`src/rtl/fifo_wr_framer_pkg.sv`:
```
// Shared types for the write-side FIFO framer: FSM states and counter sizing.
package fifo_pkg;

  typedef enum logic [2:0] {
    IDLE,
    HDR,
    PAYLOAD,
    TRL,
    DRAIN
  } state_e;

  function automatic int cnt_width(input int max_len);
    return $clog2(max_len + 1);
  endfunction

  localparam int DEF_MAX_LEN = 16;
  localparam int CNT_W       = cnt_width(DEF_MAX_LEN);

endpackage

```
`src/rtl/fifo_wr_framer_if.sv`:
```
// Payload stream in, FIFO write port out; slave is the framer's view.
interface fifo_wr_framer_if #(
  parameter int DATA_WIDTH = 8
);
  logic                  s_valid;
  logic                  s_ready;
  logic [DATA_WIDTH-1:0] s_data;
  logic                  s_last;
  logic                  wfull;
  logic                  wr_en;
  logic [DATA_WIDTH-1:0] wdata;

  modport slave (
    input  s_valid, s_data, s_last, wfull,
    output s_ready, wr_en, wdata
  );

  modport master (
    output s_valid, s_data, s_last, wfull,
    input  s_ready, wr_en, wdata
  );
endinterface

```
`src/rtl/fifo_wr_framer.sv`:
```
// Frames a payload stream into FIFO writes: header(seq), payload, trailer(xor csum).
module fifo_wr_framer
  import fifo_pkg::*;
#(
  parameter int DATA_WIDTH = 8,
  parameter int MAX_LEN    = DEF_MAX_LEN
) (
  input  logic                  wclk,
  input  logic                  wrst_n,
  fifo_wr_framer_if.slave       bus,
  output logic [DATA_WIDTH-1:0] seq,
  output logic                  frame_done,
  output logic                  trunc_err
);

  localparam int CW = cnt_width(MAX_LEN);

  state_e                state_q, state_d;
  logic [DATA_WIDTH-1:0] seq_q, seq_d;
  logic [DATA_WIDTH-1:0] csum_q, csum_d;
  logic [CW-1:0]         cnt_q, cnt_d;
  logic                  trunc_q, trunc_d;

  always_ff @(posedge wclk or negedge wrst_n) begin
    if (!wrst_n) begin
      state_q <= IDLE;
      seq_q   <= '0;
      csum_q  <= '0;
      cnt_q   <= '0;
      trunc_q <= 1'b0;
    end else begin
      state_q <= state_d;
      seq_q   <= seq_d;
      csum_q  <= csum_d;
      cnt_q   <= cnt_d;
      trunc_q <= trunc_d;
    end
  end

  // Outputs are combinational so an accepted word is written in the same cycle.
  always_comb begin
    state_d     = state_q;
    seq_d       = seq_q;
    csum_d      = csum_q;
    cnt_d       = cnt_q;
    trunc_d     = trunc_q;
    bus.s_ready = 1'b0;
    bus.wr_en   = 1'b0;
    bus.wdata   = '0;
    frame_done  = 1'b0;
    trunc_err   = 1'b0;
    unique case (state_q)
      IDLE: begin
        if (bus.s_valid) state_d = HDR;
      end
      HDR: begin
        bus.wr_en = !bus.wfull;
        bus.wdata = seq_q;
        if (!bus.wfull) begin
          state_d = PAYLOAD;
          csum_d  = '0;
          cnt_d   = '0;
          seq_d   = seq_q + DATA_WIDTH'(1);
        end
      end
      PAYLOAD: begin
        bus.s_ready = !bus.wfull;
        bus.wr_en   = bus.s_valid && !bus.wfull;
        bus.wdata   = bus.s_data;
        if (bus.s_valid && !bus.wfull) begin
          csum_d = csum_q ^ bus.s_data;
          cnt_d  = cnt_q + CW'(1);
          if (bus.s_last) begin
            state_d = TRL;
          end else if (cnt_q == CW'(MAX_LEN - 1)) begin
            trunc_d = 1'b1;
            state_d = TRL;
          end
        end
      end
      TRL: begin
        bus.wr_en = !bus.wfull;
        bus.wdata = csum_q;
        if (!bus.wfull) begin
          frame_done = 1'b1;
          trunc_err  = trunc_q;
          state_d    = trunc_q ? DRAIN : IDLE;
        end
      end
      DRAIN: begin
        // Excess beats of a truncated frame are swallowed, never written.
        bus.s_ready = 1'b1;
        if (bus.s_valid && bus.s_last) begin
          trunc_d = 1'b0;
          state_d = IDLE;
        end
      end
      default: state_d = IDLE;
    endcase
  end

  assign seq = seq_q;

endmodule

```
`src/flat_wrapper.sv`:
```
// flat-port wrapper written by rule: the top's interface ports become plain ports
module fifo_wr_framer_flat import fifo_pkg::*;
#(
  parameter int DATA_WIDTH = 8,
  parameter int MAX_LEN    = DEF_MAX_LEN
)
  (wclk, wrst_n, seq, frame_done, trunc_err, bus_s_valid, bus_s_data, bus_s_last, bus_wfull, bus_s_ready, bus_wr_en, bus_wdata);
  fifo_wr_framer_if #(.DATA_WIDTH(DATA_WIDTH)) bus_i ();
  input  logic wclk;
  input  logic wrst_n;
  output logic [DATA_WIDTH-1:0] seq;
  output logic frame_done;
  output logic trunc_err;
  input wire logic [$bits(bus_i.s_valid)-1:0] bus_s_valid;
  input wire logic [$bits(bus_i.s_data)-1:0] bus_s_data;
  input wire logic [$bits(bus_i.s_last)-1:0] bus_s_last;
  input wire logic [$bits(bus_i.wfull)-1:0] bus_wfull;
  output wire logic [$bits(bus_i.s_ready)-1:0] bus_s_ready;
  output wire logic [$bits(bus_i.wr_en)-1:0] bus_wr_en;
  output wire logic [$bits(bus_i.wdata)-1:0] bus_wdata;
  assign bus_i.s_valid = bus_s_valid;
  assign bus_i.s_data = bus_s_data;
  assign bus_i.s_last = bus_s_last;
  assign bus_i.wfull = bus_wfull;
  assign bus_s_ready = bus_i.s_ready;
  assign bus_wr_en = bus_i.wr_en;
  assign bus_wdata = bus_i.wdata;
  fifo_wr_framer #(.DATA_WIDTH(DATA_WIDTH), .MAX_LEN(MAX_LEN)) u_core (.wclk(wclk), .wrst_n(wrst_n), .bus(bus_i), .seq(seq), .frame_done(frame_done), .trunc_err(trunc_err));
endmodule
```
`config.mk`:
```
export PLATFORM = sky130hd
export DESIGN_NAME = fifo_wr_framer_flat
export DESIGN_NICKNAME = d
export VERILOG_FILES = /design/src/rtl/fifo_wr_framer_pkg.sv /design/src/rtl/fifo_wr_framer_if.sv /design/src/rtl/fifo_wr_framer.sv /design/src/flat_wrapper.sv
export SDC_FILE = /design/constraint.sdc
export NUM_CORES = 1
export LEC_CHECK = 0
export CORE_ASPECT_RATIO = 1.75
export CORE_UTILIZATION = 42
export DETAILED_ROUTE_END_ITERATION = 7
export DONT_BUFFER_PORTS = 1
export SYNTH_ARGS = -nofsm -noshare
export SYNTH_HDL_FRONTEND = slang
export SYNTH_SLANG_ARGS = --single-unit
```
`constraint.sdc`:
```
create_clock -name wclk -period 3.15 [get_ports wclk]
set_clock_uncertainty 0.15 [all_clocks]
set_input_delay 0.4725 -clock wclk [delete_from_list [all_inputs] [get_ports wclk]]
set_output_delay 0.4725 -clock wclk [all_outputs]
set_load 0.01 [all_outputs]
```
== Word level (Yosys, flattened, before mapping) ==
Cells that the tools add are included.
Word-level totals
  register bits after elaboration: 25
  bits of input ports: 13
  output and inout port bits: 20
  word-level logic and storage cells: 60
Operators by class
  add/subtract/negate cells: 2
  equal/unequal tests: 13
  muxes and demuxes: 27
  bitwise operators: 2
  reduce and logical (&&, ||, !) cells: 11
Operators with widths (count)
  $mux 3: 8
  $pmux 8 s3: 1
  $mux 8: 2
  $pmux 8 s2: 1
  $pmux 3 s5: 1
  $mux 5: 2
  $pmux 5 s2: 1
  $add 8x1->8 const B: 1
  $mux 1: 8
  $ne 2x2->1 const B: 4
  $xor 8x8->8: 1
  $eq 3x2->1 const B: 2
  $ne 2x1->1 const B: 3
  $pmux 1 s2: 3
  $reduce_and 6->1: 1
  $add 5x1->5 const B: 1
  $eq 5x4->1 const B: 1
  $reduce_and 5->1: 1
  $reduce_bool 2->1: 2
  $eq 3x1->1 const B: 1
  $eq 3x3->1 const B: 1
  $logic_not 3->1: 1
  $ne 3x2->1 const B: 1
  $reduce_and 3->1: 1
  other kinds (5): 6

== Depth between registers and ports, before layout ==
  word-level depth: 5
  mapped depth: 6

== Least setup slack after synthesis ==
Ideal clock, no wire load.
  path kind: flip-flop to output port
  start: register u_core.state_q[1]
  end: output port bus_wdata[1]
  data arrival time: 1.229 ns
  slack: 1.299 ns
  cell stages (with the launch flop): 6
  buffers on the path: 2
  cell sequence: dfrtp_1 -> buf_4 -> buf_2 -> mux2_2 -> a22oi_1 -> nor2_1
On the way
  cells in the longest elaborated chain, start to end: 2
  elaborated cells between the ends (all ways): 4
Ends and longest elaborated chain
  start, declared: line fifo_wr_framer.sv:18  | state_e state_q, state_d;
  start signal, assigned: line fifo_wr_framer.sv:32  | state_q <= state_d;
  $eq 3x2->1 or $eq 3x1->1 (tied branches): line fifo_wr_framer.sv:52  | unique case (state_q)
  $pmux 8 s3 *: line fifo_wr_framer.sv:52
  end, declared: line flat_wrapper.sv:20  | output wire logic [$bits(bus_i.wdata)-1:0] bus_wdata;
Every way passes the cells marked *; elsewhere a longest branch is shown, timed or not.

== Final worst setup path ==
Same ends and word-level chain as after synthesis.

==> flow_metrics.env <==
export IMPL_drtIter0Drc=35
export IMPL_dp_cells=208
export IMPL_die_area_mm2=0.00437
export IMPL_min_period_over_period_pct=79.8
export IMPL_insertedDiodeCount=0
export IMPL_antenna_found_initial=0
export IMPL_ys_top_cells_by_count="dfrtp_1, nor2_1, nand2_1"
export IMPL_vias=1232
export IMPL_num_fill_cells=393
export IMPL_syn_inst=171
export IMPL_hold_class="in -> reg"
export IMPL_r2r_setup_slack_ns=0.97
export IMPL_slew_headroom_pct=49.6
export IMPL_syn_nets=187
export IMPL_p_seq_share_pct=42.5
export IMPL_grt_pass1_wl_um=6050
export IMPL_synth_seq_area_share_pct=36.3
export IMPL_p_switching_mw=0.583
export IMPL_hold_viol=0
export IMPL_syn_to_final_growth_pct=3.78
export IMPL_vias_per_cell=5.76
export IMPL_ant_nets=0
export IMPL_worstReg2RegStart="u_core.state_q[0]"
export IMPL_dieWidth_um=50.4
export IMPL_pwr_share_comb_pct=43.5
export IMPL_cpPeakStageDelay_ns=0.63
export IMPL_clock_latency_ns=0.27
export IMPL_reg2reg_depth=4
export IMPL_slew_violations=0
export IMPL_worstMarginPinSlew_ns=0.755
export IMPL_numCtsBuffers=3
export IMPL_cts_tree="yes"
export IMPL_grt_max_degree=26
export IMPL_hp_start="bus_wfull"
export IMPL_syn_avg_cell_area_um2=10.1
export IMPL_synth_top_cell_area_share_pct=36.3
export IMPL_grt_usage_pct=17.9
export IMPL_whs_path_depth=1
export IMPL_post_cts_repair_setup_buffers=0
export IMPL_cts_resized=0
export IMPL_p_leak_nw=0.791
export IMPL_timing_rr_end="u_core.cnt_q[3]"
export IMPL_wire_per_inst_um=16.9
export IMPL_fin_setup_tns_ns=0
export IMPL_syn_cell_area_mm2=0.00172
export IMPL_setup_viol=0
export IMPL_cts_num_sinks=25
export IMPL_ys_ff_latch=25
export IMPL_required_ns=2.53
export IMPL_synth_edf_count=0
export IMPL_drive_gt1_share_pct=19.9
export IMPL_fp_row_count=30
export IMPL_yosys_top_cells_area="dfrtp_1, a2111oi_2, mux2i_1, mux2_2, xnor2_1"
export IMPL_dp_hpwl_um=2620
export IMPL_htree_num_levels=1
export IMPL_p_sw_share_pct=41.9
export IMPL_timing_final_ws_setup_ns=0.637
export IMPL_critPathSlowestCell="dfrtp_1"
export IMPL_dieHeight_um=86.7
export IMPL_maxCapViolCount=0
export IMPL_max_clock_freq_mhz=398
export IMPL_fin_nets=183
export IMPL_end_kind="output port"
export IMPL_yosys_area_top_type="dfrtp_1"
export IMPL_core_area_mm2=0.00390
export IMPL_p_int_mw=0.807
export IMPL_path_clk_slew_ns=0.09
export IMPL_ir_worst_vdd_uv=418
export IMPL_ctsHoldBuffers=2
export IMPL_async_reset_ff_share_pct=100
export IMPL_grt_pass1_vias=1252
export IMPL_gp_congestion=0.766
export IMPL_hold_end="u_core.state_q[0]"
export IMPL_final_min_clock_period_ns=2.51
export IMPL_critPathMaxFanout=12
export IMPL_power_frac_clock_pct=14.1
export IMPL_first_pass_iters=4
export IMPL_worst_setup_path_start_kind="flip-flop"
export IMPL_power_density_mw_per_mm2=778
export IMPL_status="finished, final reports clean"
export IMPL_cp_arrival_ns=1.89
export IMPL_grt_setup_unrepaired="no"
export IMPL_cts_buffer_depth=2
export IMPL_drt_total_wl_um=3620
export IMPL_ios=33
export IMPL_critPathKind="reg -> out"
export IMPL_path_cells="nor2b_1 -> a22oi_1 -> nor2_1"
export IMPL_start_util_pct=44.1
export IMPL_yosysMostFrequentCell="dfrtp_1"
export IMPL_synth_ff_type="dfrtp_1"
export IMPL_fin_cells=214
export IMPL_portBuffers=0
export IMPL_grt_overflow_total=0
export IMPL_yosysUniqueCellTypes=36
export IMPL_post_place_ws_ns=0.952
export IMPL_drcViolationCount=0
export IMPL_synth_warning_count=0
export IMPL_ctsRootBufferMaster="clkbuf_8"
## metrics by stage
stage | instance area (um2) | total power [mW] | utilization (%) | hold WS, ns
2_1_floorplan | 1720 | 1.10 | - | 0.0269
4_1_cts | 1790 | 1.40 | 45.8 | 0.184
5_1_grt | 1790 | 1.49 | 45.8 | 0.184
6_report | 1790 | 1.39 | 45.8 | 0.185
3_5_place_dp | 1710 | 1.19 | 43.8 | 0.0278
3_3_place_gp | 1710 | 1.16 | 43.8 | 0.0277
## state kept, by name, summed over array words and instances (netlist names)
register,cells
u_core.state_q,3
u_core.trunc_q,1
u_core.seq,8
u_core.csum_q,8
u_core.cnt_q,5
## power groups by stage
stage | Sequential, mW | Combinational, mW | Clock [mW]
3_5_place_dp | 0.591 | 0.600 | 0
2_1_floorplan | 0.507 | 0.591 | 0
4_1_cts | 0.587 | 0.613 | 0.199
3_3_place_gp | 0.587 | 0.575 | 0
5_1_grt | 0.609 | 0.670 | 0.209
6_report | 0.590 | 0.604 | 0.196
## how the worst max path moves through the flow
stage / cells after the start / to / start
floorplan: 5 / bus_wdata[1] / u_core.state_q[1]
global placement: 3 / bus_wdata[7] / u_core.state_q[1]
detailed placement: 3 / bus_wdata[1] / u_core.state_q[1]
CTS: 3 / bus_wdata[1] / u_core.state_q[1]
global route: 3 / bus_wdata[1] / u_core.state_q[0]
finish: 3 / bus_wdata[1] / u_core.state_q[1]
## cells in the final DEF, fill, tap and decap left out, types with 2 or more instances in the layout
cell / instances
nand3_1: 5
nor2b_1: 4
mux2i_1: 11
or2b_1: 6
buf_4: 3
nor2_1: 14
nand2b_1: 8
ha_1: 3
a22oi_1: 8
and3_1: 3
mux2_2: 9
o22ai_1: 2
a2111oi_2: 9
o21ai_0: 2
dfrtp_1: 25
inv_1: 12
nand4_1: 3
clkbuf_8: 3
xnor2_1: 7
nand2_1: 13
nand2_2: 2
## layout make-up
cell class              instances  area (um2)  area share (%)
clock inverters                 1        5.00           0.280
inverters                      12        45.0            2.52
well taps                      48        60.1            3.36
clock buffers                   3        41.3            2.31
repair buffers                  5        52.6            2.94
flip-flops and latches         25         626            35.0
multi-input cells             120         957            53.6
## layer usage
metal | global-route usage, % | share of wire [%]
met3 | 4.04 | 5.9
met2 | 31.9 | 53
met5 | 0 | 0
met1 | 21.3 | 40
met4 | 4.55 | 1.2
## logic make-up (layout without fill, tap and decap cells)
group                      count (synthesis)  count (layout)  share of synthesized area [%]
AOI/OAI and AO/OA                         26              26                           15.2
xor gates and xnor gates                   8               8                           4.51
adders and majority gates                  3               3                           2.18
buffers and inverters                     26              21                           8.07
DFF                                       25              25                           36.3
muxes                                     20              20                           12.3
and+or+nand+nor                           63              63                           21.4
## critical path: cells and delay by family, from the launching register on
family          cells  cell delay [ns]
compound gates      1             0.19
flops               1             0.63
simple gates        2             0.79
No activity file was read; power rests on OpenSTA's default activity.
